### src/rtl/msg_validator_if.sv
`default_nettype none
// ============================================================================
// Module      : msg_validator_if
// Description : Start/finish handshake and message-RAM read port bundle for
//               the message validator.
// Revision    : 1.0 - initial release
// ============================================================================
interface msg_validator_if #(
  parameter int DATA_WIDTH = 8,
  parameter int ADDR_WIDTH = 8
);
  logic                  start;
  logic                  finish;
  logic                  msg_ok;
  logic [ADDR_WIDTH-1:0] bad_idx;
  logic [ADDR_WIDTH-1:0] rd_addr;
  logic [DATA_WIDTH-1:0] rd_q;

  // Validator side: takes start and RAM data, returns result and address
  modport slave (
    input  start,
    input  rd_q,
    output finish,
    output msg_ok,
    output bad_idx,
    output rd_addr
  );

  // Controller/RAM side
  modport master (
    output start,
    output rd_q,
    input  finish,
    input  msg_ok,
    input  bad_idx,
    input  rd_addr
  );
endinterface
`default_nettype wire

### src/rtl/msg_validator.sv
`default_nettype none
// ============================================================================
// Module      : msg_validator
// Description : Scans the decrypted-message RAM and checks every byte is a
//               lowercase letter or space. Aborts on the first bad byte and
//               reports its index. Four-phase start/finish handshake.
// Revision    : 1.0 - initial release
// ============================================================================
module msg_validator #(
  parameter int                    DATA_WIDTH  = 8,
  parameter int                    ADDR_WIDTH  = 8,
  parameter int                    MESSAGE_LEN = 32,
  parameter logic [DATA_WIDTH-1:0] CHAR_LO     = 8'h61,
  parameter logic [DATA_WIDTH-1:0] CHAR_HI     = 8'h7A,
  parameter logic [DATA_WIDTH-1:0] CHAR_SP     = 8'h20
) (
  input  logic              clk,
  input  logic              rst,
  msg_validator_if.slave    bus
);

  // k is one bit wider than the address so a full 2^ADDR_WIDTH message
  // can be indexed without the last-byte compare wrapping.
  localparam logic [ADDR_WIDTH:0] c_LAST = (ADDR_WIDTH+1)'(MESSAGE_LEN - 1);

  typedef enum logic [1:0] {
    S_IDLE  = 2'd0,
    S_WAIT  = 2'd1,
    S_CHECK = 2'd2,
    S_DONE  = 2'd3
  } state_t;

  state_t                r_state;
  logic [ADDR_WIDTH:0]   r_k;
  logic [ADDR_WIDTH-1:0] r_rd_addr;
  logic                  r_finish;
  logic                  r_msg_ok;
  logic [ADDR_WIDTH-1:0] r_bad_idx;
  logic                  w_accept;

  // Plausible plaintext: 'a'..'z' or space (unsigned compares)
  assign w_accept = ((bus.rd_q >= CHAR_LO) && (bus.rd_q <= CHAR_HI)) ||
                    (bus.rd_q == CHAR_SP);

  // Scan FSM; rd_addr tracks the low bits of k, and every RAM read needs a
  // wait state because both the address and the RAM output are registered.
  always_ff @(posedge clk) begin
    if (rst) begin
      r_state   <= S_IDLE;
      r_k       <= '0;
      r_rd_addr <= '0;
      r_finish  <= 1'b0;
      r_msg_ok  <= 1'b0;
      r_bad_idx <= '0;
    end else begin
      case (r_state)
        S_IDLE: begin
          r_finish <= 1'b0;
          if (bus.start) begin
            r_k       <= '0;
            r_rd_addr <= '0;
            r_msg_ok  <= 1'b0;
            r_bad_idx <= '0;
            r_state   <= S_WAIT;
          end
        end
        S_WAIT: begin
          r_state <= S_CHECK;
        end
        S_CHECK: begin
          if (!w_accept) begin
            r_msg_ok  <= 1'b0;
            r_bad_idx <= r_k[ADDR_WIDTH-1:0];
            r_finish  <= 1'b1;
            r_state   <= S_DONE;
          end else if (r_k == c_LAST) begin
            r_msg_ok  <= 1'b1;
            r_bad_idx <= '0;
            r_finish  <= 1'b1;
            r_state   <= S_DONE;
          end else begin
            r_k       <= r_k + 1'b1;
            r_rd_addr <= r_rd_addr + 1'b1;
            r_state   <= S_WAIT;
          end
        end
        S_DONE: begin
          // Results stay put until the controller drops start
          if (!bus.start) begin
            r_finish <= 1'b0;
            r_state  <= S_IDLE;
          end
        end
        default: begin
          r_finish <= 1'b0;
          r_state  <= S_IDLE;
        end
      endcase
    end
  end

  assign bus.finish  = r_finish;
  assign bus.msg_ok  = r_msg_ok;
  assign bus.bad_idx = r_bad_idx;
  assign bus.rd_addr = r_rd_addr;

endmodule
`default_nettype wire

### src/flat_wrapper.sv
// flat-port wrapper written by rule: the top's interface ports become plain ports
module msg_validator_flat 
#(
  parameter int                    DATA_WIDTH  = 8,
  parameter int                    ADDR_WIDTH  = 8,
  parameter int                    MESSAGE_LEN = 32,
  parameter logic [DATA_WIDTH-1:0] CHAR_LO     = 8'h61,
  parameter logic [DATA_WIDTH-1:0] CHAR_HI     = 8'h7A,
  parameter logic [DATA_WIDTH-1:0] CHAR_SP     = 8'h20
)
  (clk, rst, bus_start, bus_rd_q, bus_finish, bus_msg_ok, bus_bad_idx, bus_rd_addr);
  msg_validator_if #(.DATA_WIDTH(DATA_WIDTH), .ADDR_WIDTH(ADDR_WIDTH)) bus_i ();
  input  logic clk;
  input  logic rst;
  input wire logic [$bits(bus_i.start)-1:0] bus_start;
  input wire logic [$bits(bus_i.rd_q)-1:0] bus_rd_q;
  output wire logic [$bits(bus_i.finish)-1:0] bus_finish;
  output wire logic [$bits(bus_i.msg_ok)-1:0] bus_msg_ok;
  output wire logic [$bits(bus_i.bad_idx)-1:0] bus_bad_idx;
  output wire logic [$bits(bus_i.rd_addr)-1:0] bus_rd_addr;
  assign bus_i.start = bus_start;
  assign bus_i.rd_q = bus_rd_q;
  assign bus_finish = bus_i.finish;
  assign bus_msg_ok = bus_i.msg_ok;
  assign bus_bad_idx = bus_i.bad_idx;
  assign bus_rd_addr = bus_i.rd_addr;
  msg_validator #(.DATA_WIDTH(DATA_WIDTH), .ADDR_WIDTH(ADDR_WIDTH), .MESSAGE_LEN(MESSAGE_LEN), .CHAR_LO(CHAR_LO), .CHAR_HI(CHAR_HI), .CHAR_SP(CHAR_SP)) u_core (.clk(clk), .rst(rst), .bus(bus_i));
endmodule
### config.mk
export PLATFORM = sky130hd
export DESIGN_NAME = msg_validator_flat
export DESIGN_NICKNAME = d
export VERILOG_FILES = /design/src/rtl/msg_validator_if.sv /design/src/rtl/msg_validator.sv /design/src/flat_wrapper.sv
export SDC_FILE = /design/constraint.sdc
export NUM_CORES = 1
export LEC_CHECK = 0
export ABC_CLOCK_PERIOD_IN_PS = 2600
export CAP_MARGIN = 20
export CORE_MARGIN = 2
export CORE_UTILIZATION = 50
export DETAILED_ROUTE_END_ITERATION = 6
export HOLD_SLACK_MARGIN = 0.06
export PLACE_DENSITY_LB_ADDON = 0.05
export SLEW_MARGIN = 10
export SYNTH_ARGS = -nofsm -noshare
export SYNTH_HDL_FRONTEND = slang
export SYNTH_SLANG_ARGS = --single-unit
export TNS_END_PERCENT = 20
### constraint.sdc
create_clock -name clk -period 2.6 [get_ports clk]
set_input_delay 0.65 -clock clk [delete_from_list [all_inputs] [get_ports clk]]
set_output_delay 0.65 -clock clk [all_outputs]
set_load 0.03 [all_outputs]
==> summary.txt, run 1 <==
Remaining DRCs: 0
Worst Reg-to-Reg Cells: 7
GRT Resource Usage Total: 0.255
FFs w/ async S/R, synth: 0
share of cells above drive strength 1: 0.136
CTS H-Tree Depth: 2
die width: 57.2 um
# rows: 19
Clock Pin Slew Worst Setup and Hold Paths: 0.09 ns
hold buffers post-CTS: 0
crit start category: input port
largest delay contributor family on the critical path: buffers and inverters
WP buf/inv: 3
max layer used: met4
Setup crit end kind: register
DP Cell Count: 236
Via density: 6.49
Die H: 57.2 um
clock network power share: 0.322
vias in the first global route: 1515
actual slew at the worst max-slew pin: 0.693 ns
Port Buffers: 28
syn_area_per_cell: 8.54 um2
1st-iter DRT viols: 100
final WL: 3970 um
R2R Setup Slk: 0.40 ns
Yosys reg bits: 29
Power Density: 441 nW/um2
CTS Buf Count: 5
fin util: 0.691
crit-path cells: clkdlybuf4s50_1 -> or3b_1 -> mux2i_1 -> a211o_1 -> buf_4 -> nor3_1 -> buf_4 -> o22ai_1
worst vdd ir: 377 uV
Worst-Skew Late Latency: 0.34 ns
minimum clock period: 2.33 ns
Final Instance Count excl. Fillers: 244
nets@finish: 225
internal power: 0.600 mW
WHS Path Cells: 1
antenna cells: 0
Seq/Total Area, Yosys: 0.410
Area contributors post-synth: dfxtp_1, nand2_1, a32o_1
EDFF count, synth: 0
Gate power share: 0.135
crit-path max FO: 12
core area: 2730 um2
Fin. Hold Viols: 0
first-pass iteration count of the detailed router: 4
Final Max Slew Viols: 0
reg2reg end: u_core.r_k[0]
commonest cells in the synthesized netlist: dfxtp_1, nand2_1, o21ai_0, nor2_1
top_reg_cell synth: dfxtp_1
total number of vias: 1583
GR Overflow Total: 0
hold path endpoint: u_core.bus.rd_addr[7]
GP Congestion: 0.814
post-synth top area share: 0.410
sequential cell fraction of total power: 0.543
antenna violation net count after detailed routing: 0
crit path DAT: 2.60 ns
initial core utilization: 0.519
Met3 Wirelength: 247 um
status: finished, final reports clean
Sw Pwr: 0.233 mW
pin count of the biggest net entering global routing: 13
Worst slew margin: 0.537
# clock sinks: 29
leakage: 0.632 nW
Gate Count Post-Synth: 166
Crit path required time: 2.87 ns
yosys warns: 0
final setup margin: 0.272 ns
Worst path max stage delay: 0.51 ns
critical path's most frequent cell: buf_4
CP max-delay cell: clkdlybuf4s50_1
instance count on the critical path: 8
CTS tree: yes
DIE AREA: 3280 um2
global-route wire length before repair: 6420 um
met2 wire length: 1960 um
Post-Place Setup Slack: -0.0642 ns
initial antenna violation count: 0
most common cell in the netlist: dfxtp_1
WS Path Type: input port to register
Max-Cap Viols: 0
Pwr Total: 0.833 mW
unrepaired setup endpoints after global routing: no
Yosys cell types: 38
Hold Crit Class: register to register
post-DP HPWL: 2880 um
Layout area overhead: 33.3%
M1 WL: 1640 um
drt wl/cell: 16.3 um
Gates resized, CTS repair: 0
Post-CTS Setup Repair Bufs: 0
Top Ports: 29
Final Setup Violations: 0
synthesized net count: 179
switching part of the total power: 0.280
hold_sp: u_core.bus.rd_addr[7]
Root Buffer: clkbuf_4
Fin Clk Skew: 0.00210 ns
Synth Cell Area: 1420 um2
largest area contributor in the netlist: dfxtp_1
fmax: 429 MHz
Crit Reg-Reg Startpoint: u_core.r_k[0]
maximum clock path buffer count: 2
period utilisation layout: 0.896
[per-stage QoR]
stage | cell area [um2] | setup TNS (ns) | hold WS [ns]
floorplan | 1420 | 0 | 0.477
global placement | 1840 | 0 | 0.449
detailed placement | 1840 | -0.626 | 0.457
CTS | 1890 | 0 | 0.470
global route | 1890 | 0 | 0.505
finish | 1890 | 0 | 0.463
[worst register-to-register path: stages, from the launching register on]
cell and delay, ns:
dfxtp_1 0.44, ha_1 0.26, nand4_1 0.17, nor2b_1 0.59, buf_4 0.29, nor3_1 0.07
buf_4 0.17, o22ai_1 0.13
[power groups by stage]
stage / clock, mW / sequential (mW) / combinational, mW
floorplan: 0 / 0.464 / 0.0503
global placement: 0 / 0.462 / 0.105
detailed placement: 0 / 0.463 / 0.110
CTS: 0.271 / 0.452 / 0.111
global route: 0.293 / 0.453 / 0.121
finish: 0.268 / 0.452 / 0.113
[sequential cells by signal, indices dropped and copies added (netlist names)]
| register | flops |
|---|---|
| u_core.bus.msg_ok | 1 |
| u_core.bus.rd_addr | 8 |
| u_core.bus.finish | 1 |
| u_core.r_k | 9 |
| u_core.r_state | 2 |
| u_core.bus.bad_idx | 8 |
[routing by layer]
| layer | vias to the layer above | track usage |
|---|---|---|
| met2 | 65 | 0.415 |
| li1 | 739 | - |
| met3 | 18 | 0.0726 |
| met5 | - | 0 |
| met4 | 0 | 0.163 |
| met1 | 761 | 0.293 |
[how the worst max path moves through the flow]
stage                      startpoint                    end  slack, ns
after floorplan           bus_rd_q[2]          u_core.r_k[3]       0.42
after global placement    bus_rd_q[6]          u_core.r_k[3]       0.02
after detailed placement  bus_rd_q[6]      u_core.bus.finish      -0.06
after CTS                 bus_rd_q[6]      u_core.bus.finish       0.25
after global routing      bus_rd_q[2]  u_core.bus.rd_addr[5]       0.09
final                     bus_rd_q[6]          u_core.r_k[0]       0.27
[layout by cell type, fill, tap and decap left out, types with 2 or more instances in the layout]
master           Yosys  layout
a21oi_1              2       2
a31oi_1              2       2
a32o_1               8       8
and3_1               2       2
buf_4                0      17
clkbuf_4             0       5
clkdlybuf4s50_1      0      28
clkinv_2             0       2
dfxtp_1             29      29
ha_1                 2       2
inv_1                7       7
mux2i_1              4       4
nand2_1             22      22
nand3_1              5       5
nand4_1              8       8
nor2_1              10      10
nor2b_1              2       2
nor3_1               4       4
nor4_1               5       5
o21ai_0             15      15
o22ai_1              5       5
o311ai_0             5       5
o31ai_1              3       3
o32ai_1              2       2
o41ai_1              2       2
or4_1                2       2
[logic make-up (layout without fill, tap and decap cells)]
logic type	Yosys count	count (layout)	synth area share
buffers and inverters	14	61	0.0397
adders and majority gates	2	2	0.0176
and+or+nand+nor	67	67	0.244
muxes	4	4	0.0282
DFF	29	29	0.410
AOI/OAI and AO/OA	50	50	0.261
[cell type report]
class,count,area (um2)
timing repair buffer,45,408
multi-input combinational,123,781
sequential,29,581
tap,31,38.8
inverter,8,30.0
clock buffer,6,41.3
clock inverter,2,10.0
fill,246,845
(Power assumes the default switching activity.)
==> run 2: changes to the inputs <==
CTS_BUF_LIST = sky130_fd_sc_hd__clkbuf_4 sky130_fd_sc_hd__clkbuf_8   (was unset)
==> run 2 against run 1 <==
Net effect:
- clock power up 5%
- non-clock buffer count unchanged
- critical endpoint unchanged
- sequential share of layout area shrank 0.061 points
- critical path depth did not move
- register-to-register slack lost 0.03 ns
- critical path type unchanged
- final cell count unchanged
- largest power group unchanged
==> summary.txt, run 2 (synthesized netlist as in run 1, its figures left out) <==
hold_sp: u_core.bus.rd_addr[7]
Pwr Total: 0.846 mW
most frequent cells in the layout: dfxtp_1, clkdlybuf4s50_1, nand2_1, buf_4, o21ai_0
pin count of the biggest net entering global routing: 13
status: finished, final reports clean
Layout area overhead: 33.5%
Cell Area, Placed: 1840 um2
Root Buffer: clkbuf_4
# clock sinks: 29
post-DP HPWL: 2880 um
CTS Buf Count: 5
die width: 57.2 um
fmax: 429 MHz
worst vdd ir: 396 uV
Post-CTS Setup Repair Bufs: 0
most common cell after layout, fill and taps aside: dfxtp_1
crit path DAT: 2.61 ns
Worst slew margin: 0.514
minimum clock period: 2.33 ns
crit-path max FO: 12
Top Ports: 29
Largest register FFs: 9
Fin Clk Skew: 0.00932 ns
Via density: 6.39
total number of vias: 1560
CTS tree: yes
hold buffers post-CTS: 0
Final Instance Count excl. Fillers: 244
initial core utilization: 0.519
GP Congestion: 0.814
antenna cells: 0
GR Overflow Total: 0
final WL: 3990 um
1st-iter DRT viols: 98
hold slack: 0.463 ns
sequential cell fraction of total power: 0.534
WS Path Type: input port to register
first-pass iteration count of the detailed router: 4
antenna violation net count after detailed routing: 0
Sw Pwr: 0.236 mW
Die H: 57.2 um
core area: 2730 um2
initial antenna violation count: 0
Worst Reg-to-Reg Cells: 7
internal power: 0.610 mW
CTS H-Tree Depth: 2
R2R Setup Slk: 0.37 ns
Hold Crit Class: register to register
Final Max Slew Viols: 0
drt wl/cell: 16.3 um
actual slew at the worst max-slew pin: 0.727 ns
largest register by flop count: u_core.r_k
WHS Path Cells: 1
Port Buffers: 28
global-route wire length before repair: 6440 um
unrepaired setup endpoints after global routing: no
clock network power share: 0.334
Worst-Skew Late Latency: 0.34 ns
switching part of the total power: 0.279
Max-Cap Viols: 0
vias in the first global route: 1527
Power Density: 447 nW/um2
GRT Resource Usage Total: 0.256
Setup crit end kind: register
Fin. Hold Viols: 0
Remaining DRCs: 0
Crit path required time: 2.88 ns
Clock Pin Slew Worst Setup and Hold Paths: 0.10 ns
period utilisation layout: 0.897
Gate power share: 0.132
Gates resized, CTS repair: 0
leakage: 0.636 nW
# rows: 19
Final Setup Violations: 0
DIE AREA: 3280 um2
nets@finish: 225
hold path endpoint: u_core.bus.rd_addr[7]
fill count: 246
Crit Reg-Reg Startpoint: u_core.r_k[0]
maximum clock path buffer count: 2
DP Cell Count: 236
share of cells above drive strength 1: 0.141
crit start category: input port
reg2reg end: u_core.r_k[0]
Layout Cell Area excl Fill: 1890 um2
## run 2: cell type report
type / instances / area [um2] / share of cell area
multi-input cells: 123 / 781 / 0.412
flip-flops and latches: 29 / 581 / 0.307
repair buffers: 45 / 408 / 0.215
clock buffers: 6 / 45.0 / 0.0238
clock inverters: 2 / 10.0 / 0.00529
well taps: 31 / 38.8 / 0.0205
inverters: 8 / 30.0 / 0.0159
## run 2: how the worst max path moves through the flow
stage,slack (ns),depth (start not counted),startpoint,end
after CTS,0.25,7,bus_rd_q[6],u_core.bus.finish
after global routing,0.09,7,bus_rd_q[2],u_core.bus.rd_addr[5]
after floorplan,0.42,6,bus_rd_q[2],u_core.r_k[3]
after detailed placement,-0.06,7,bus_rd_q[6],u_core.bus.finish
after global placement,0.02,6,bus_rd_q[6],u_core.r_k[3]
final,0.27,8,bus_rd_q[6],u_core.r_k[0]
## run 2: metal layers
layer	global-route usage	vias up	wire, um
met5	0	-	0
met2	0.417	66	1970
met4	0.173	0	84
met1	0.289	740	1650
met3	0.0748	14	274
li1	-	740	-
## run 2: stage by stage
| step | TNS [ns] | utilization | setup WS (ns) |
|---|---|---|---|
| floorplan | 0 | - | 0.424 |
| global placement | 0 | 0.672 | 0.0221 |
| detailed placement | -0.626 | 0.672 | -0.0642 |
| CTS | 0 | 0.692 | 0.252 |
| global route | 0 | 0.692 | 0.0921 |
| finish | 0 | 0.692 | 0.267 |
## run 2: worst max-delay path, stage by stage
cell and delay, ns:
clkdlybuf4s50_1 0.51, or3b_1 0.37, mux2i_1 0.22, a211o_1 0.24, buf_4 0.22, nor3_1 0.08
buf_4 0.17, o22ai_1 0.13
## run 2: power groups by stage
stage	clock, mW	sequential [mW]	combinational (mW)
2_1_floorplan	0	0.464	0.0503
3_3_place_gp	0	0.462	0.105
3_5_place_dp	0	0.463	0.110
4_1_cts	0.283	0.452	0.111
5_1_grt	0.304	0.453	0.121
6_report	0.282	0.452	0.112
==> run 3: changes to the inputs <==
==> constraint.sdc (replaced) <==
create_clock -name clk -period 2.6 [get_ports clk]
set_input_delay 0.26 -clock clk [delete_from_list [all_inputs] [get_ports clk]]
set_output_delay 0.26 -clock clk [all_outputs]
set_load 0.03 [all_outputs]
==> run 3 against run 2 <==
Net effect:
- clock power down 4%
- via count down 4.2%
- sequential cell count unchanged
- first-iteration DRC count down 26%
- non-clock buffer count down 11
- sequential power about the same
- total power down 3.3%
- hold slack better by 0.0018 ns
==> summary.txt, run 3 (synthesized netlist as in run 1, its figures left out) <==
status: finished, final reports clean
Fin. Hold Viols: 0
final WL: 3750 um
WS Path Type: input port to register
fill count: 241
Gates resized, CTS repair: 0
actual slew at the worst max-slew pin: 0.712 ns
initial antenna violation count: 0
setup tns final: 0 ns
nets@finish: 214
core area: 2730 um2
hold path endpoint: u_core.bus.rd_addr[7]
# clock sinks: 29
fmax: 478 MHz
largest register by flop count: u_core.r_k
Die H: 57.2 um
pin count of the biggest net entering global routing: 17
antenna violation net count after detailed routing: 0
total number of vias: 1494
antenna cells: 0
Crit Reg-Reg Startpoint: u_core.r_k[0]
global-route wire length before repair: 6220 um
WP buf/inv: 1
most common cell after layout, fill and taps aside: dfxtp_1
Remaining DRCs: 0
crit-path cells: clkdlybuf4s50_1 -> or3b_1 -> mux2i_1 -> a211o_1 -> o31ai_2 -> a32o_1
Setup crit end kind: register
first-pass iteration count of the detailed router: 4
Root Buffer: clkbuf_4
R2R Setup Slk: 0.57 ns
Via density: 6.41
CTS Buf Count: 5
initial core utilization: 0.519
# rows: 19
Worst path max stage delay: 0.51 ns
share of cells above drive strength 1: 0.0941
hold slack: 0.464 ns
Worst Reg-to-Reg Cells: 5
Post-CTS Setup Repair Bufs: 0
Layout area overhead: 27.7%
largest delay contributor family on the critical path: compound AO/OA/AOI/OAI gates
maximum clock path buffer count: 2
Layout Cell Area excl Fill: 1810 um2
hold_sp: u_core.bus.rd_addr[7]
Clock Pin Slew Worst Setup and Hold Paths: 0.09 ns
1st-iter DRT viols: 73
CTS tree: yes
Port Buffers: 28
crit-path max FO: 14
GRT Resource Usage Total: 0.247
period utilisation layout: 0.805
CP max-delay cell: clkdlybuf4s50_1
leakage: 0.583 nW
WHS Path Cells: 1
Worst slew margin: 0.520
Hold Crit Class: register to register
minimum clock period: 2.09 ns
Crit path required time: 2.83 ns
Largest register FFs: 9
Final Setup Violations: 0
fin util: 0.662
post-DP HPWL: 2680 um
crit path DAT: 2.33 ns
die width: 57.2 um
unrepaired setup endpoints after global routing: no
Final Max Slew Viols: 0
reg2reg end: u_core.bus.bad_idx[5]
CTS H-Tree Depth: 2
vias in the first global route: 1453
worst vdd ir: 395 uV
Max-Cap Viols: 0
most frequent cells in the layout: dfxtp_1, clkdlybuf4s50_1, nand2_1, o21ai_0, nor2_1
Top Ports: 29
crit start category: input port
GR Overflow Total: 0
Cell Area, Placed: 1760 um2
Worst-Skew Late Latency: 0.33 ns
GP Congestion: 0.780
DIE AREA: 3280 um2
Fin Clk Skew: 0.00259 ns
Power Density: 452 nW/um2
hold buffers post-CTS: 0
drt wl/cell: 16.1 um
Pwr Total: 0.819 mW
==> run 3: routing by layer <==
| metal | vias up | share of wire | global-route usage |
|---|---|---|---|
| li1 | 720 | - | - |
| met2 | 60 | 0.50 | 0.402 |
| met5 | - | 0 | 0 |
| met3 | 5 | 0.073 | 0.0816 |
| met4 | 0 | 0.013 | 0.130 |
| met1 | 709 | 0.41 | 0.289 |
==> run 3: power breakdown <==
part	leakage, nW	internal, mW	switching, mW
Sequential	0.234	0.448	0.00398
Combinational	0.314	0.0364	0.0592
Clock	0.0354	0.113	0.158
==> run 3: stage by stage <==
step / setup WS [ns] / instances
after floorplan: 0.814 / 166
after global placement: 0.273 / 225
after detailed placement: 0.187 / 225
after CTS: 0.517 / 233
after global routing: 0.357 / 233
final: 0.506 / 233
==> run 3: final cells by class <==
cell class,count,area (um2),share of cell area
tap,31,38.8,0.0214
timing repair buffer,34,325,0.180
clock inverter,2,10.0,0.00553
multi-input combinational,123,781,0.431
inverter,8,30.0,0.0166
sequential,29,581,0.321
clock buffer,6,45.0,0.0249
==> run 3: how the worst max path moves through the flow <==
stage | from | to | slack, ns | depth (start not counted)
2_1_floorplan | bus_rd_q[2] | u_core.r_k[3] | 0.81 | 6
3_3_place_gp | bus_rd_q[6] | u_core.bus.bad_idx[0] | 0.27 | 6
3_5_place_dp | bus_rd_q[6] | u_core.r_k[3] | 0.19 | 6
4_1_cts | bus_rd_q[6] | u_core.bus.bad_idx[4] | 0.52 | 6
5_1_grt | bus_rd_q[3] | u_core.bus.bad_idx[3] | 0.36 | 6
6_report | bus_rd_q[6] | u_core.bus.bad_idx[5] | 0.51 | 6
==> run 3: worst register-to-register path, cell delays in order (launching register included) <==
cell and delay [ns]:
dfxtp_1 0.45, ha_1 0.27, nand4_1 0.16, nor2b_1 0.50
o31ai_2 0.23, a32o_1 0.33
